[src/rtl/ghost_sprite_renderer_if.sv]
// Position-request channel for the ghost sprite renderer.
// The master offers a new sprite tile position; the renderer (slave)
// holds it until the next frame boundary and then makes it live.
interface ghost_sprite_renderer_if;
  logic [4:0] pos_x;
  logic [4:0] pos_y;
  logic       pos_valid;
  logic       pos_ready;

  modport master (
    output pos_x,
    output pos_y,
    output pos_valid,
    input  pos_ready
  );

  modport slave (
    input  pos_x,
    input  pos_y,
    input  pos_valid,
    output pos_ready
  );
endinterface

[src/rtl/ghost_sprite_renderer.sv]
// Two-stage tile-grid sprite renderer.
// Stage 1 turns the beam position into a tile coordinate. Stage 2 looks the
// tile up in a two-frame ghost ROM and composites it over the background.
// Position requests and the animation frame only change at frame boundaries,
// which fall in vertical blanking, so a frame never shows a torn sprite.
module ghost_sprite_renderer #(
  parameter int                 HPIXELS     = 640,
  parameter int                 VPIXELS     = 480,
  parameter int                 TILE        = 20,
  parameter int                 SPR_W       = 14,
  parameter int                 SPR_H       = 14,
  parameter int                 COLOR_W     = 8,
  parameter logic [COLOR_W-1:0] TRANSPARENT = 8'h00,
  parameter logic [COLOR_W-1:0] BG_COLOR    = 8'h03,
  parameter int                 ANIM_DIV    = 15,
  parameter int                 INIT_X      = 9,
  parameter int                 INIT_Y      = 5
) (
  input  logic                   clk,
  input  logic                   rst,
  input  logic [9:0]             hc,
  input  logic [9:0]             vc,
  ghost_sprite_renderer_if.slave pos,
  output logic [9:0]             px_address,
  output logic [COLOR_W-1:0]     px_color,
  output logic                   px_active,
  output logic                   frame_tick
);

  localparam int GRID_W  = HPIXELS / TILE;
  localparam int GRID_H  = VPIXELS / TILE;
  localparam int MAX_X   = GRID_W - SPR_W;
  localparam int MAX_Y   = GRID_H - SPR_H;
  localparam int CNT_W   = (ANIM_DIV > 1) ? $clog2(ANIM_DIV) : 1;
  // The ghost artwork is drawn on a fixed 14x14 tile canvas.
  localparam int ART_DIM = 14;

  localparam logic [COLOR_W-1:0] COL_BODY  = COLOR_W'(8'he0);
  localparam logic [COLOR_W-1:0] COL_WHITE = COLOR_W'(8'hff);
  localparam logic [COLOR_W-1:0] COL_PUPIL = COLOR_W'(8'h02);

  // Ghost artwork: bit n of each mask is tile column n. Frame 1 differs only
  // in the skirt rows, where the points are shifted one tile to the right.
  function automatic logic [COLOR_W-1:0] romRead(input logic sel,
                                                 input logic [4:0] row,
                                                 input logic [4:0] col);
    logic [13:0]        body;
    logic [13:0]        white;
    logic [13:0]        pupil;
    logic [3:0]         ci;
    logic [COLOR_W-1:0] val;
    body  = '0;
    white = '0;
    pupil = '0;
    ci    = col[3:0];
    val   = TRANSPARENT;
    case (row)
      5'd0:  body = 14'b00_0001_1110_0000;
      5'd1:  body = 14'b00_0111_1111_1000;
      5'd2:  body = 14'b00_1111_1111_1100;
      5'd3, 5'd5: begin
        body  = 14'b01_1111_1111_1110;
        white = 14'b00_0011_0001_1000;
      end
      5'd4: begin
        body  = 14'b01_1111_1111_1110;
        white = 14'b00_0001_0000_1000;
        pupil = 14'b00_0010_0001_0000;
      end
      5'd6, 5'd7, 5'd8, 5'd9, 5'd10, 5'd11:
             body = 14'b11_1111_1111_1111;
      5'd12: body = sel ? 14'b10_1110_1110_1110 : 14'b11_0111_0111_0111;
      5'd13: body = sel ? 14'b10_0110_0110_0110 : 14'b11_0011_0011_0011;
      default: body = '0;
    endcase
    if (col < 5'(ART_DIM)) begin
      if (pupil[ci])      val = COL_PUPIL;
      else if (white[ci]) val = COL_WHITE;
      else if (body[ci])  val = COL_BODY;
    end
    return val;
  endfunction

  logic [4:0]         tile_x_d, tile_x_q;
  logic [4:0]         tile_y_d, tile_y_q;
  logic               vis_d, vis_q;
  logic               fb;
  logic [4:0]         rel_x, rel_y;
  logic               in_spr;
  logic [COLOR_W-1:0] rom_val;
  logic [COLOR_W-1:0] color_d;
  logic [9:0]         addr_d;
  logic               accept;
  logic [4:0]         clamp_x, clamp_y;
  logic               pend_full_d, pend_full_q;
  logic [4:0]         pend_x_d, pend_x_q;
  logic [4:0]         pend_y_d, pend_y_q;
  logic [4:0]         live_x_d, live_x_q;
  logic [4:0]         live_y_d, live_y_q;
  logic [CNT_W-1:0]   cnt_d, cnt_q;
  logic               anim_d, anim_q;
  logic               tick_q;
  logic [COLOR_W-1:0] color_q;
  logic [9:0]         addr_q;
  logic               active_q;

  // Stage 1 decode: visibility, tile coordinate and the frame-boundary event.
  always_comb begin
    vis_d    = (hc < 10'(HPIXELS)) && (vc < 10'(VPIXELS));
    tile_x_d = 5'(hc / 10'(TILE));
    tile_y_d = 5'(vc / 10'(TILE));
    fb       = (hc == 10'd0) && (vc == 10'(VPIXELS));
  end

  // Stage 2 lookup: negative offsets wrap to large values and fail the range test.
  always_comb begin
    rel_x   = tile_x_q - live_x_q;
    rel_y   = tile_y_q - live_y_q;
    in_spr  = (rel_x < 5'(SPR_W)) && (rel_y < 5'(SPR_H));
    rom_val = romRead(anim_q, rel_y, rel_x);
    color_d = '0;
    addr_d  = '0;
    if (vis_q) begin
      color_d = (in_spr && (rom_val != TRANSPARENT)) ? rom_val : BG_COLOR;
      addr_d  = 10'(tile_y_q) * 10'(GRID_W) + 10'(tile_x_q);
    end
  end

  assign pos.pos_ready = !pend_full_q && !rst;

  // Pending request, live position and animation bookkeeping around frame boundaries.
  always_comb begin
    accept      = pos.pos_valid && pos.pos_ready;
    clamp_x     = (pos.pos_x > 5'(MAX_X)) ? 5'(MAX_X) : pos.pos_x;
    clamp_y     = (pos.pos_y > 5'(MAX_Y)) ? 5'(MAX_Y) : pos.pos_y;
    pend_full_d = pend_full_q;
    pend_x_d    = pend_x_q;
    pend_y_d    = pend_y_q;
    live_x_d    = live_x_q;
    live_y_d    = live_y_q;
    cnt_d       = cnt_q;
    anim_d      = anim_q;
    if (fb) begin
      if (pend_full_q) begin
        live_x_d    = pend_x_q;
        live_y_d    = pend_y_q;
        pend_full_d = 1'b0;
      end
      if (cnt_q == CNT_W'(ANIM_DIV - 1)) begin
        cnt_d  = '0;
        anim_d = !anim_q;
      end else begin
        cnt_d = cnt_q + CNT_W'(1);
      end
    end
    if (accept) begin
      pend_x_d    = clamp_x;
      pend_y_d    = clamp_y;
      pend_full_d = 1'b1;
    end
  end

  // All state registers; reset flushes the pipeline and drops any pending request.
  always_ff @(posedge clk) begin
    if (rst) begin
      tile_x_q    <= '0;
      tile_y_q    <= '0;
      vis_q       <= 1'b0;
      color_q     <= '0;
      addr_q      <= '0;
      active_q    <= 1'b0;
      tick_q      <= 1'b0;
      pend_full_q <= 1'b0;
      pend_x_q    <= '0;
      pend_y_q    <= '0;
      live_x_q    <= 5'(INIT_X);
      live_y_q    <= 5'(INIT_Y);
      cnt_q       <= '0;
      anim_q      <= 1'b0;
    end else begin
      tile_x_q    <= tile_x_d;
      tile_y_q    <= tile_y_d;
      vis_q       <= vis_d;
      color_q     <= color_d;
      addr_q      <= addr_d;
      active_q    <= vis_q;
      tick_q      <= fb;
      pend_full_q <= pend_full_d;
      pend_x_q    <= pend_x_d;
      pend_y_q    <= pend_y_d;
      live_x_q    <= live_x_d;
      live_y_q    <= live_y_d;
      cnt_q       <= cnt_d;
      anim_q      <= anim_d;
    end
  end

  assign px_color   = color_q;
  assign px_address = addr_q;
  assign px_active  = active_q;
  assign frame_tick = tick_q;

endmodule

[src/flat_wrapper.sv]
// flat-port wrapper written by rule: the top's interface ports become plain ports
module ghost_sprite_renderer_flat 
#(
  parameter int                 HPIXELS     = 640,
  parameter int                 VPIXELS     = 480,
  parameter int                 TILE        = 20,
  parameter int                 SPR_W       = 14,
  parameter int                 SPR_H       = 14,
  parameter int                 COLOR_W     = 8,
  parameter logic [COLOR_W-1:0] TRANSPARENT = 8'h00,
  parameter logic [COLOR_W-1:0] BG_COLOR    = 8'h03,
  parameter int                 ANIM_DIV    = 15,
  parameter int                 INIT_X      = 9,
  parameter int                 INIT_Y      = 5
)
  (clk, rst, hc, vc, px_address, px_color, px_active, frame_tick, pos_pos_x, pos_pos_y, pos_pos_valid, pos_pos_ready);
  ghost_sprite_renderer_if pos_i ();
  input  logic clk;
  input  logic rst;
  input  logic [9:0] hc;
  input  logic [9:0] vc;
  output logic [9:0] px_address;
  output logic [COLOR_W-1:0] px_color;
  output logic px_active;
  output logic frame_tick;
  input wire logic [$bits(pos_i.pos_x)-1:0] pos_pos_x;
  input wire logic [$bits(pos_i.pos_y)-1:0] pos_pos_y;
  input wire logic [$bits(pos_i.pos_valid)-1:0] pos_pos_valid;
  output wire logic [$bits(pos_i.pos_ready)-1:0] pos_pos_ready;
  assign pos_i.pos_x = pos_pos_x;
  assign pos_i.pos_y = pos_pos_y;
  assign pos_i.pos_valid = pos_pos_valid;
  assign pos_pos_ready = pos_i.pos_ready;
  ghost_sprite_renderer #(.HPIXELS(HPIXELS), .VPIXELS(VPIXELS), .TILE(TILE), .SPR_W(SPR_W), .SPR_H(SPR_H), .COLOR_W(COLOR_W), .TRANSPARENT(TRANSPARENT), .BG_COLOR(BG_COLOR), .ANIM_DIV(ANIM_DIV), .INIT_X(INIT_X), .INIT_Y(INIT_Y)) u_core (.clk(clk), .rst(rst), .hc(hc), .vc(vc), .pos(pos_i), .px_address(px_address), .px_color(px_color), .px_active(px_active), .frame_tick(frame_tick));
endmodule
[config.mk]
export PLATFORM = sky130hd
export DESIGN_NAME = ghost_sprite_renderer_flat
export DESIGN_NICKNAME = d
export VERILOG_FILES = /design/src/rtl/ghost_sprite_renderer_if.sv /design/src/rtl/ghost_sprite_renderer.sv /design/src/flat_wrapper.sv
export SDC_FILE = /design/constraint.sdc
export NUM_CORES = 1
export LEC_CHECK = 0
export BUFFER_PORTS_ARGS = -buffer_cell sky130_fd_sc_hd__buf_2
export CAP_MARGIN = 40
export CORE_UTILIZATION = 31
export CTS_BUF_LIST = sky130_fd_sc_hd__clkbuf_8
export DETAILED_ROUTE_END_ITERATION = 6
export HOLD_SLACK_MARGIN = 0.08
export PLACE_DENSITY = 0.62
export SLEW_MARGIN = 20
export SYNTH_ARGS = -nofsm -noshare
export SYNTH_HDL_FRONTEND = slang
export SYNTH_SLANG_ARGS = --single-unit
[constraint.sdc]
create_clock -name clk -period 2.7 [get_ports clk]
set_clock_uncertainty 0.05 [all_clocks]
set_input_delay 0.135 -clock clk [delete_from_list [all_inputs] [get_ports clk]]
set_output_delay 0.135 -clock clk [all_outputs]
set_load 0.03 [all_outputs]
# ---- Word level (Yosys, flattened, before mapping)
# Cells that the tools add are included.
dict set report totals {
  latch_bits 0
  output_inout_bits 21
  ff_bits 57
  inputBits 33
  mem_bits_rw 0
  n_memories 0
  mem_bits_ro 0
}
dict set report op_classes {
  n_mul 0
  n_reduce_logical 20
  n_lt_le_gt_ge 7
  n_eq_ne 15
  shift 0
  n_addsub 4
  div 2
  bitwise_logic 2
  n_mux 21
}
# op count
set op_table {}
lappend op_table {{14-bit case mux with 7 select lines} 1}
lappend op_table {{8-bit 2-to-1 mux} 4}
lappend op_table {{5-bit by 4-bit equality test with 1-bit output (second input constant)} 6}
lappend op_table {{13-bit 2-to-1 mux} 2}
lappend op_table {{10-bit by 5-bit divider with 10-bit output (second input constant)} 2}
lappend op_table {{5-bit by 3-bit equality test with 1-bit output (second input constant)} 4}
lappend op_table {{10-bit case mux with 2 select lines} 1}
lappend op_table {{1-bit binary-select mux with 4-bit select} 3}
lappend op_table {{10-bit by 5-bit adder with 10-bit output} 1}
lappend op_table {{10-bit by 9-bit equality test with 1-bit output (second input constant)} 1}
lappend op_table {{5-bit by 2-bit equality test with 1-bit output (second input constant)} 2}
lappend op_table {{10-bit zero test} 1}
lappend op_table {{10-bit < comparator (second input constant)} 1}
lappend op_table {{10-bit by 9-bit < comparator with 1-bit output (second input constant)} 1}
lappend op_table {{5-bit by 4-bit < comparator with 1-bit output (second input constant)} 2}
lappend op_table {{10-bit 2-to-1 mux} 1}
lappend op_table {{5-bit 2-to-1 mux} 2}
lappend op_table {{5-bit subtractor} 2}
lappend op_table {{8-bit nonzero test} 1}
lappend op_table {{1-bit logical AND} 6}
lappend op_table {{3-bit OR reduction} 2}
lappend op_table {{6-bit OR reduction} 1}
lappend op_table {{5-bit by 1-bit equality test with 1-bit output (second input constant)} 1}
lappend op_table {{5-bit by 4-bit greater-than comparator with 1-bit output (second input constant)} 1}
lappend op_table {{other kinds (13)} 22}

# ---- Depth between registers and ports, before layout
# Gate-level depths: netlist of the first run.
dict set report logic_depth {
  depth_word 14
  depth_mapped 12
  mapped_depth_nobuf 11
}

# ---- Worst setup path before layout of the first run
# OpenSTA, ideal clock, no wires.
dict set report synth_timing {
  path_kind {register to register}
  from {register u_core.tile_y_q[0]}
  to {register u_core.color_q[6], in the netlist u_core.px_color[6]}
  stages_incl_launch_ff 12
  synth_period_minus_slack_ps 2892
  arrival_ps 2720
  slack_ps -192
  n_path_buf 1
  required_ps 2528
  cell_sequence {dfxtp_1 -> inv_1 -> ha_1 -> fa_1 -> clkbuf_1 -> o22ai_1 -> or3_1 -> o21a_1 -> a2bb2o_4 -> o31ai_4 -> o211ai_2 -> nor2b_1}
}
dict set report synth_via {
  elab_chain_len 14
}
# item line_no
set synth_rtl {}
lappend synth_rtl {{start, declared} ghost_sprite_renderer.sv:85} ;# logic [4:0] tile_y_d, tile_y_q;
lappend synth_rtl {{start signal, assigned} ghost_sprite_renderer.sv:182} ;# tile_y_q <= tile_y_d;
lappend synth_rtl {{5-bit subtractor *} ghost_sprite_renderer.sv:118} ;# rel_y = tile_y_q - live_y_q;
lappend synth_rtl {{5-bit by 3-bit equality test with 1-bit output (tied with other cells)} ghost_sprite_renderer.sv:57} ;# case (row)
lappend synth_rtl {{6-bit OR reduction / 3-bit OR reduction (equally long branches)} n/a}
lappend synth_rtl {{14-bit case mux with 7 select lines} ghost_sprite_renderer.sv:57}
lappend synth_rtl {{1-bit binary-select mux with 4-bit select} ghost_sprite_renderer.sv:79} ;# else if (body[ci]) val = COL_BODY;
lappend synth_rtl {{1-bit 2-to-1 mux (implied by the code)} ghost_sprite_renderer.sv:79}
lappend synth_rtl {{8-bit 2-to-1 mux} ghost_sprite_renderer.sv:79}
lappend synth_rtl {{8-bit 2-to-1 mux} ghost_sprite_renderer.sv:78} ;# else if (white[ci]) val = COL_WHITE;
lappend synth_rtl {{8-bit 2-to-1 mux} ghost_sprite_renderer.sv:77} ;# if (pupil[ci]) val = COL_PUPIL;
lappend synth_rtl {{8-bit 2-to-1 mux} ghost_sprite_renderer.sv:76} ;# if (col < 5'(ART_DIM)) begin
lappend synth_rtl {{8-bit nonzero test} ghost_sprite_renderer.sv:124} ;# color_d = (in_spr && (rom_val != TRANSPARENT)) ? rom_val : BG_COLOR;
lappend synth_rtl {{1-bit logical AND} ghost_sprite_renderer.sv:124}
lappend synth_rtl {{1-bit inverter (no line)} n/a}
lappend synth_rtl {{3-bit OR reduction (no line)} n/a}
lappend synth_rtl {{end signal, assigned} ghost_sprite_renderer.sv:184} ;# color_q <= color_d;
lappend synth_rtl {{end, declared} ghost_sprite_renderer.sv:103} ;# logic [COLOR_W-1:0] color_q;
# Every way passes the cells marked *; elsewhere a longest branch is shown, timed or not. The select of a mux whose other input is x is not followed.
# A chain may end at the register's enable or synchronous reset.

# ---- Worst setup path in the final report of the first run
dict set report layout_timing {
  from {register u_core.live_y_q[1]}
  to {register u_core.color_q[6], in the netlist u_core.px_color[6]}
}
dict set report layout_via {
  elab_chain_len 14
}
# item line_no
set layout_rtl {}
lappend layout_rtl {{start, declared} ghost_sprite_renderer.sv:99} ;# logic [4:0] live_y_d, live_y_q;
lappend layout_rtl {{start signal, assigned} ghost_sprite_renderer.sv:177} ;# live_y_q <= 5'(INIT_Y);
lappend layout_rtl {{start signal, assigned} ghost_sprite_renderer.sv:192} ;# live_y_q <= live_y_d;
lappend layout_rtl {{5-bit subtractor *} ghost_sprite_renderer.sv:118}
lappend layout_rtl {{5-bit by 3-bit equality test with 1-bit output (tied with other cells)} ghost_sprite_renderer.sv:57}
lappend layout_rtl {{6-bit OR reduction / 3-bit OR reduction (equally long branches)} n/a}
lappend layout_rtl {{14-bit case mux with 7 select lines} ghost_sprite_renderer.sv:57}
lappend layout_rtl {{1-bit binary-select mux with 4-bit select} ghost_sprite_renderer.sv:79}
lappend layout_rtl {{1-bit 2-to-1 mux (implied by the code)} ghost_sprite_renderer.sv:79}
lappend layout_rtl {{8-bit 2-to-1 mux} ghost_sprite_renderer.sv:79}
lappend layout_rtl {{8-bit 2-to-1 mux} ghost_sprite_renderer.sv:78}
lappend layout_rtl {{8-bit 2-to-1 mux} ghost_sprite_renderer.sv:77}
lappend layout_rtl {{8-bit 2-to-1 mux} ghost_sprite_renderer.sv:76}
lappend layout_rtl {{8-bit nonzero test} ghost_sprite_renderer.sv:124}
lappend layout_rtl {{1-bit logical AND} ghost_sprite_renderer.sv:124}
lappend layout_rtl {{1-bit inverter (no line)} n/a}
lappend layout_rtl {{3-bit OR reduction (no line)} n/a}
# Marks and branches as above.

==> metrics.md, run 1 <==
| Metric | Value |
|---|---|
| Final setup fails | `0` |
| Root buffer cell | `clkbuf_8` |
| Post-Synthesis Cells | `446` |
| Max incr delay on CP | `0.55 ns` |
| Cell Area, Synth | `0.00344 mm^2` |
| Die Ht | `107 um` |
| Min Tclk post-route | `2.70 ns` |
| Asr flop ratio synth | `0` |
| RSZ-0062 raised after global routing | `true` |
| Finished Cell Area | `0.00420 mm^2` |
| Hold Violations, Final | `0` |
| Drt wl/cell | `13.4 um` |
| Share of cells above drive strength 1 | `0.220` |
| Register area share after synthesis | `0.308` |
| Worst reg2reg setup slack | `0.002 ns` |
| Sink Count | `53` |
| Crit. Startpoint | `u_core.live_y_q[1]` |
| Worst path cell trace | `inv_1 > ha_1 > and3b_4 > o21a_1 > or4_4 > and4_4 > a2bb2o_4 > o31ai_4 > o211ai_2 > nor2b_1` |
| Num rows | `38` |
| Ys flop type | `dfxtp_1` |
| CTS Buf Count | `5` |
| DRC Markers | `0` |
| F_max | `371 MHz` |
| GR Overflow Total | `0` |
| Met1 wire length | `3970 um` |
| Total routed wirelength | `8730 um` |
| Slowest CP cell | `or4_4` |
| Worst skew pair latency | `0.31 ns` |
| Drt pass-1 iters | `4` |
| Chip width | `107 um` |
| Met2 wire len | `4260 um` |
| Placed cell count | `631` |
| Max-slew headroom | `0.667` |
| Max-cap viol count | `0` |
| Total Routing Usage GR | `0.156` |
| CP required | `2.85 ns` |
| Full die area | `0.0115 mm^2` |
| H-tree depth | `2` |
| GP Congestion | `0.847` |
| Max Buffers Root-to-Sink | `2` |
| Hold Path Depth | `3` |
| Largest net degree at the start of global routing | `33` |
| IO Pins | `54` |
| CP Class | `reg2reg` |
| Most frequent cells in the layout | `53 x buf_2, 51 x dfxtp_1, 50 x nor2_1` |
| Antenna violations before repair | `0` |
| Post-DP Area | `0.00393 mm^2` |
| Fin. max-slew vios | `0` |
| Worst Tran Pin Value | `0.494 ns` |
| Critical R2R Launch | `u_core.live_y_q[1]` |
| Kind of cell adding the most delay to the critical path | `simple AND/OR/NAND/NOR gates` |
| #FFs+latches synth | `53` |
| WP data arrival | `2.85 ns` |
| Critical Path End Type | `flop` |
| Routed vias | `3343` |
| Ant diodes | `0` |
| Most common cell after layout, fill and taps aside | `buf_2` |
| Starting Density | `0.318` |
| Peak VDD IR | `0.000233 V` |
| Vias in the first global route | `3116` |
| Netlist cell types | `64` |
| Tcrit/Tclk final | `0.999` |
| CP Launch Type | `flop` |
| Power density cells | `487 mW/mm^2` |
| Synth warn | `0` |
| Initial DRC count | `183` |
| HPWL after DPL | `6620 um` |
| Highest metal used | `met4` |
| Outcome | `completed` |
| Worst r2r path cells | `10` |
| Leak | `1.71 nW` |
| Post-DRT Antenna Nets | `0` |
| HP Start | `pos_pos_x[4]` |
| IO Port Bufs | `53` |
| Worst Hold Class | `in2reg` |
| Nets@finish | `552` |
| DR vias/cell | `5.14` |
| Crit path buf inv count | `1` |
| First-pass GRT wire length | `14600 um` |
| Area Overhead vs Synth | `21.8%` |
| Detail Route met3 WL | `347 um` |
| Critical path depth | `10` |
| CTS tree | `built` |
| CTS clock-pin slew for the worst setup and hold paths | `0.10 ns` |
| Mean Syn Cell Area | `7.72 um^2` |
| Syn Nets | `489` |
| Crit Path Max Fanout | `4` |
| Number of flops mapped to enable cells by yosys | `0` |
| Layout Cells excl Fill | `650` |
| Total core area | `0.0108 mm^2` |
sequential cells by signal (all words and copies together) (netlist names):
name                cells
u_core.px_address      10
u_core.live_x_q         5
u_core.live_y_q         5
u_core.pend_x_q         5
u_core.pend_y_q         5
u_core.tile_x_q         5
u_core.tile_y_q         5
u_core.cnt_q            4
u_core.px_color         4
u_core.anim_q           1
u_core.frame_tick       1
u_core.pend_full_q      1
u_core.px_active        1
u_core.vis_q            1
metrics by stage:
step / setup WS, ns / setup TNS (ns) / hold WS (ns) / util / power (mW)
finish: 0.00194 / 0 / 0.0862 / 0.387 / 2.04
detailed placement: -0.208 / -0.502 / 0.335 / 0.363 / 1.55
global placement: -0.0687 / -0.137 / 0.334 / 0.363 / 1.54
floorplan: 0.0107 / 0 / 0.214 / - / 1.32
global route: -0.209 / -0.572 / 0.116 / 0.387 / 2.18
CTS: -0.0137 / -0.0267 / 0.0825 / 0.384 / 2.04
worst min-delay path: cells and delay by family:
kind / cells / cell delay (ns)
buf+inv: 2 / 0.15
compound gates: 1 / 0.14
final timing paths:
kind | end
max | u_core.px_color[6]
min | u_core.pend_x_q[4]
max reg2reg | u_core.px_color[6]
min reg2reg | u_core.px_address[0]
metal layers:
| layer | GRT usage | up-vias |
|---|---|---|
| met5 | 0 | - |
| met4 | 0.0470 | 0 |
| met3 | 0.0236 | 12 |
| met2 | 0.272 | 80 |
| met1 | 0.197 | 1546 |
| li1 | - | 1705 |
cell usage after synthesis, types with 3 or more instances:
library cell	count	area, um^2
dfxtp_1	53	1060
nor2_1	50	188
nand2_1	34	128
a21oi_1	33	165
inv_1	27	101
clkbuf_1	23	86.3
o21ai_0	22	110
xnor2_1	12	105
and2_1	11	68.8
nor3_1	11	55.1
nand2b_1	10	62.6
mux2i_1	9	90.1
nand3_1	9	45.0
ha_1	8	100
o211ai_1	8	60.1
xor2_1	8	70.1
a31oi_1	7	43.8
nor2b_1	7	43.8
o21a_1	7	52.6
a211oi_1	6	45.0
nand4_1	6	37.5
a21o_1	5	37.5
and3_1	5	31.3
or3_1	5	31.3
a311oi_1	4	35.0
buf_4	4	30.0
nand3b_1	4	30.0
o22ai_1	4	25.0
maj3_1	3	30.0
nor4_1	3	18.8
o2111ai_1	3	26.3
o221ai_1	3	26.3
or2_2	3	18.8
cell type report:
type                       instances  area (um^2)
inverter                          28          105
multi-input combinational        333         2220
timing repair buffer              88          548
fill                            1134         6650
tap                              140          175
clock buffer                       5         68.8
clock inverter                     3         18.8
sequential                        53         1060
where the power goes:
group	total (mW)	switching (mW)	internal, mW
Combinational	0.767	0.428	0.339
Clock	0.454	0.274	0.180
Sequential	0.825	0.0142	0.810
Total	2.04	0.716	1.33
cell families (layout without fill, tap and decap cells):
kind of cell             after synthesis  count (layout)  synth area share
XOR/XNOR                              20              20            0.0509
multiplexers                           9               9            0.0262
flip-flops                            53              53             0.308
buffers and inverters                 60             124            0.0726
AO/OA/AOI/OAI                        127             127             0.255
adder cells (fa/ha/maj)               13              13            0.0494
AND/OR/NAND/NOR                      164             164             0.238
repair_timing:
| action | 4_1_cts | 5_1_grt |
|---|---|---|
| hold buffers | 8 | 0 |
| resized for setup | 11 | 6 |
| hold endpoints to repair | 6 | 0 |
| setup endpoints to repair | 3 | 4 |
| pin swaps | 4 | 4 |
| setup buffers | 2 | 1 |
Power figures use the tool's default switching activity.
==> run 2: changes to the inputs <==
--- a/config.mk
+++ b/config.mk
@@ -7,11 +7,11 @@
 export LEC_CHECK = 0
 export BUFFER_PORTS_ARGS = -buffer_cell sky130_fd_sc_hd__buf_2
 export CAP_MARGIN = 40
-export CORE_UTILIZATION = 31
+export CORE_UTILIZATION = 50
 export CTS_BUF_LIST = sky130_fd_sc_hd__clkbuf_8
 export DETAILED_ROUTE_END_ITERATION = 6
 export HOLD_SLACK_MARGIN = 0.08
-export PLACE_DENSITY = 0.62
+export PLACE_DENSITY = 0.86
 export SLEW_MARGIN = 20
 export SYNTH_ARGS = -nofsm -noshare
 export SYNTH_HDL_FRONTEND = slang
==> run 2 against run 1 <==
  * The run now ends with setup timing left
  * Die area is 37% lower
  * Final cell count fell by 10%
  * Sequential power barely moved
  * Combinational power is 0.7% higher
  * Count of clock-buffer cells in the layout is 1 higher
  * Core utilization is 25 points higher
  * Clock power is 7.3% higher
  * Largest power group unchanged
  * Highest routed layer unchanged
==> metrics.md, run 2 (same netlist as run 1, synthesis figures left out) <==
| Metric | Value |
|---|---|
| RSZ-0062 raised after global routing | `true` |
| Outcome | `complete, but fails checks` |
| Most frequent cells in the layout | `53 x buf_2, 51 x dfxtp_1, 49 x nor2_1` |
| Nets@finish | `549` |
| DRC Markers | `0` |
| F_max | `352 MHz` |
| CP Class | `reg2reg` |
| Initial DRC count | `237` |
| Tcrit/Tclk final | `1.05` |
| Hold Violations, Final | `0` |
| CTS clock-pin slew for the worst setup and hold paths | `0.10 ns` |
| Worst Tran Pin Value | `0.509 ns` |
| Total routed wirelength | `8400 um` |
| Leak | `1.71 nW` |
| Fin. max-slew vios | `0` |
| Footprint of the multi-input gates | `0.00224 mm^2` |
| Post-DRT Antenna Nets | `0` |
| Antenna violations before repair | `0` |
| Min Tclk post-route | `2.84 ns` |
| GP Congestion | `0.930` |
| First-pass GRT wire length | `13800 um` |
| Max FFs per register | `10` |
| Overall power | `2.08 mW` |
| Full die area | `0.00723 mm^2` |
| Setup WS pre-CTS | `-0.0857 ns` |
| Critical Path End Type | `flop` |
| Drt pass-1 iters | `6` |
| Power density cells | `505 mW/mm^2` |
| H-tree depth | `2` |
| Drt wl/cell | `14.4 um` |
| CP required | `2.87 ns` |
| Worst Hold Class | `in2reg` |
| Die Ht | `85 um` |
| Largest net degree at the start of global routing | `33` |
| WP data arrival | `3.00 ns` |
| Num rows | `29` |
| Root buffer cell | `clkbuf_8` |
| Placed cell count | `565` |
| Worst skew pair latency | `0.32 ns` |
| Post-DP Area | `0.00383 mm^2` |
| Most common cell after layout, fill and taps aside | `buf_2` |
| Final setup fails | `3` |
| Vias in the first global route | `3187` |
| Chip width | `85 um` |
| Share of cells above drive strength 1 | `0.221` |
| Area Overhead vs Synth | `19.9%` |
| Layout Cells excl Fill | `584` |
| Failing checks | `setup timing` |
| CP Launch Type | `flop` |
| Routed vias | `3497` |
| GR Overflow Total | `0` |
| Crit Path Max Fanout | `4` |
| Layout Utilization | `0.636` |
| Finished Cell Area | `0.00413 mm^2` |
| IO Pins | `54` |
| Final setup TNS | `-0.349 ns` |
| CTS Buf Count | `5` |
| CTS tree | `built` |
| Total core area | `0.00649 mm^2` |
| Sink Count | `53` |
| Max Buffers Root-to-Sink | `2` |
| Total Routing Usage GR | `0.235` |
| Starting Density | `0.530` |
| Max-cap viol count | `0` |
| Ant diodes | `0` |
| DR vias/cell | `5.99` |
| Filler instances | `514` |
| HPWL after DPL | `6150 um` |
| Peak VDD IR | `0.000347 V` |
| Min Hold Slack | `0.0865 ns` |
| Register area | `0.00106 mm^2` |
| IO Port Bufs | `53` |
| Max-slew headroom | `0.657` |
| Final worst slack | `-0.137 ns` |
==> run 2: metal layers <==
layer / track usage / part of all wire / vias to the layer above / routed length [um]
met5: 0 / 0 / - / 0
met4: 0.0955 / 0.020 / 0 / 164
met3: 0.0379 / 0.066 / 20 / 557
met2: 0.417 / 0.50 / 156 / 4170
met1: 0.281 / 0.42 / 1616 / 3510
li1: - / - / 1705 / -
==> run 2: final timing paths <==
path                      start                  to  slack, ns  cells after the start
max          u_core.tile_y_q[0]  u_core.px_color[6]      -0.14                     11
min                pos_pos_x[4]  u_core.pend_x_q[4]       0.09                      3
max reg2reg  u_core.tile_y_q[0]  u_core.px_color[6]      -0.14                     11
min reg2reg  u_core.pend_y_q[2]  u_core.pend_y_q[2]       0.41                      2
==> run 2: power by group <==
group | internal (mW) | leakage, nW | switching [mW]
clock network | 0.212 | 0.0478 | 0.276
logic | 0.337 | 1.23 | 0.434
registers | 0.810 | 0.433 | 0.0139
total | 1.36 | 1.71 | 0.724
==> run 2: worst max-delay path, cell delays in order, from the launching register on <==
cell and delay [ns]:
dfxtp_2 0.33, inv_2 0.04, ha_4 0.16, fa_2 0.42
buf_6 0.14, xor2_4 0.15, or4_4 0.52, and4_4 0.19
a2bb2o_4 0.20, o31ai_4 0.26, o211ai_2 0.13, nor2b_1 0.15
==> run 2: area by class of cell <==
class	count	area share
Multi-Input combinational cell	333	0.542
Sequential cell	53	0.258
Timing Repair Buffer	85	0.128
Inverter	28	0.0255
Tap cell	77	0.0233
Clock buffer	6	0.0200
Clock inverter	2	0.00394
==> run 2: what timing repair did <==
action	CTS	global route
endpoints found under the setup margin	3	4
setup buffers	1	3
hold buffers	7	0
pin swaps	6	12
hold endpoints to repair	6	0
resized for setup	7	14
==> run 3: changes to the inputs <==
--- a/config.mk
+++ b/config.mk
@@ -12,6 +12,7 @@
 export DETAILED_ROUTE_END_ITERATION = 6
 export HOLD_SLACK_MARGIN = 0.08
 export PLACE_DENSITY = 0.86
+export SKIP_CTS_REPAIR_TIMING = 1
 export SLEW_MARGIN = 20
 export SYNTH_ARGS = -nofsm -noshare
 export SYNTH_HDL_FRONTEND = slang
==> run 3 against run 2 <==
  * The flow still finishes with violations (setup timing)
  * Worst setup slack improved by 0.090 ns
  * Sequential power barely moved
  * Design area rose by 0.64%
  * Non-clock buffer count fell by 2
  * Final cell count fell by 0.34%
  * First-iteration DRC count rose by 0.42%
  * Global-route usage fell by 0.58 points
  * Flip-flop and latch count did not move
  * Count of clock-buffer cells in the layout did not move
  * Fmax rose by 3.3%
  * Sequential share of layout area fell by 0.073 points
  * Critical path type unchanged
  * Critical endpoint unchanged
  * Largest cell class unchanged
  * Largest power group unchanged
==> metrics.md, run 3 (same netlist as run 1, synthesis figures left out) <==
| Metric | Value |
|---|---|
| Outcome | `complete, but fails checks` |
| Failing checks | `setup timing` |
| Switching Fraction | `0.353` |
| Total core area | `0.00649 mm^2` |
| Worst Hold Class | `in2reg` |
| Hold Violations, Final | `0` |
| Final setup fails | `3` |
| Worst skew pair latency | `0.32 ns` |
| H-tree depth | `2` |
| Drt pass-1 iters | `5` |
| Filler instances | `519` |
| Drt wl/cell | `14.7 um` |
| DR vias/cell | `6.02` |
| Crit Path Max Fanout | `4` |
| Nets@finish | `547` |
| First-pass GRT wire length | `13500 um` |
| CP Launch Type | `flop` |
| Fin. max-slew vios | `0` |
| Die Ht | `85 um` |
| Full die area | `0.00723 mm^2` |
| NetSw | `741 uW` |
| IO Pins | `54` |
| Clk pwr share | `0.233` |
| Routed vias | `3503` |
| CTS Buf Count | `5` |
| WP data arrival | `2.91 ns` |
| DRC Markers | `0` |
| GP Congestion | `0.930` |
| F_max | `364 MHz` |
| Total routed wirelength | `8560 um` |
| Chip width | `85 um` |
| IO Port Bufs | `53` |
| Root buffer cell | `clkbuf_8` |
| Overall power | `2.10 mW` |
| CTS tree | `built` |
| Largest net degree at the start of global routing | `33` |
| GR Overflow Total | `0` |
| Max Buffers Root-to-Sink | `2` |
| Initial DRC count | `238` |
| Num rows | `29` |
| Total Routing Usage GR | `0.229` |
| Ant diodes | `0` |
| RSZ-0062 raised after global routing | `true` |
| Leak | `1.70 nW` |
| Area Overhead vs Synth | `20.6%` |
| Register area | `0.00107 mm^2` |
| Power density cells | `505 mW/mm^2` |
| HPWL after DPL | `6150 um` |
| Final worst slack | `-0.0473 ns` |
| Vias in the first global route | `3093` |
| CP required | `2.86 ns` |
| Share of cells above drive strength 1 | `0.236` |
| Logic gate share of total power | `0.373` |
| Sink Count | `53` |
| Peak VDD IR | `0.000346 V` |
| Post-DRT Antenna Nets | `0` |
| Max-cap viol count | `0` |
| Footprint of the multi-input gates | `0.00228 mm^2` |
| Most frequent cells in the layout | `53 x buf_2, 50 x dfxtp_1, 49 x nor2_1` |
| Internal power | `1.36 mW` |
| Seq pwr share | `0.394` |
| Tcrit/Tclk final | `1.02` |
| Worst Tran Pin Value | `0.505 ns` |
| Worst reg2reg setup slack | `-0.05 ns` |
| Antenna violations before repair | `0` |
| Critical Path End Type | `flop` |
| CTS clock-pin slew for the worst setup and hold paths | `0.10 ns` |
| Max-slew headroom | `0.660` |
| Max FFs per register | `10` |
| Starting Density | `0.530` |
| Most common cell after layout, fill and taps aside | `buf_2` |
| CP Class | `reg2reg` |
| Layout Utilization | `0.640` |
| Min Tclk post-route | `2.75 ns` |
## run 3: changes by cell type in the layout (fill, tap and decap cells not counted), sizes merged
cell	before	now
dlygate4sd3	7	5
## run 3: final timing paths
kind | startpoint | endpoint | depth (start not counted)
hold reg to reg | u_core.tile_x_q[0] | u_core.px_address[0] | 2
setup / recovery | u_core.tile_y_q[0] | u_core.px_color[6] | 11
setup reg to reg | u_core.tile_y_q[0] | u_core.px_color[6] | 11
hold / removal | pos_pos_valid | u_core.pend_full_q | 3
## run 3: critical path, cell delays in order, from the launching register on
cell	delay, ns
dfxtp_2	0.33
inv_2	0.04
ha_4	0.15
fa_2	0.56
or2_4	0.13
a21oi_2	0.05
or3_4	0.38
o211ai_1	0.24
a221oi_2	0.11
o31ai_2	0.30
o211ai_2	0.16
nor2b_1	0.15
## run 3: cell type report
class,instances,share of cell area
inverters,28,0.0253
flip-flops and latches,53,0.257
well taps,77,0.0232
clock inverters,2,0.00391
multi-input cells,333,0.549
clock buffers,6,0.0199
repair buffers,83,0.122
## run 3: metrics by stage
step	hold WS [ns]	setup TNS, ns	area (um^2)	setup WS, ns	instances
6_report	0.0615	-0.0853	4160	-0.0473	582
3_5_place_dp	0.351	-0.205	3830	-0.0857	565
3_3_place_gp	0.343	-0.0427	3830	-0.0317	565
4_1_cts	0.0132	-0.298	3930	-0.128	573
5_1_grt	0.0928	-0.380	4160	-0.123	582
2_1_floorplan	0.214	0	3470	0.0107	446
## run 3: layer usage
layer  part of all wire  vias to the layer above  GRT usage  wire length (um)
li1                   -                     1699          -                 -
met1               0.41                     1636      0.281              3500
met2               0.50                      149      0.401              4290
met3              0.067                       19     0.0350               570
met4              0.023                        0     0.0909               200
met5                  0                        -          0                 0
## run 3: power groups by stage
| stage | combinational, mW | clock [mW] | sequential, mW |
|---|---|---|---|
| floorplan | 0.476 | 0 | 0.847 |
| global placement | 0.660 | 0 | 0.840 |
| detailed placement | 0.680 | 0 | 0.842 |
| CTS | 0.683 | 0.497 | 0.823 |
| global route | 0.849 | 0.526 | 0.828 |
| finish | 0.783 | 0.489 | 0.825 |
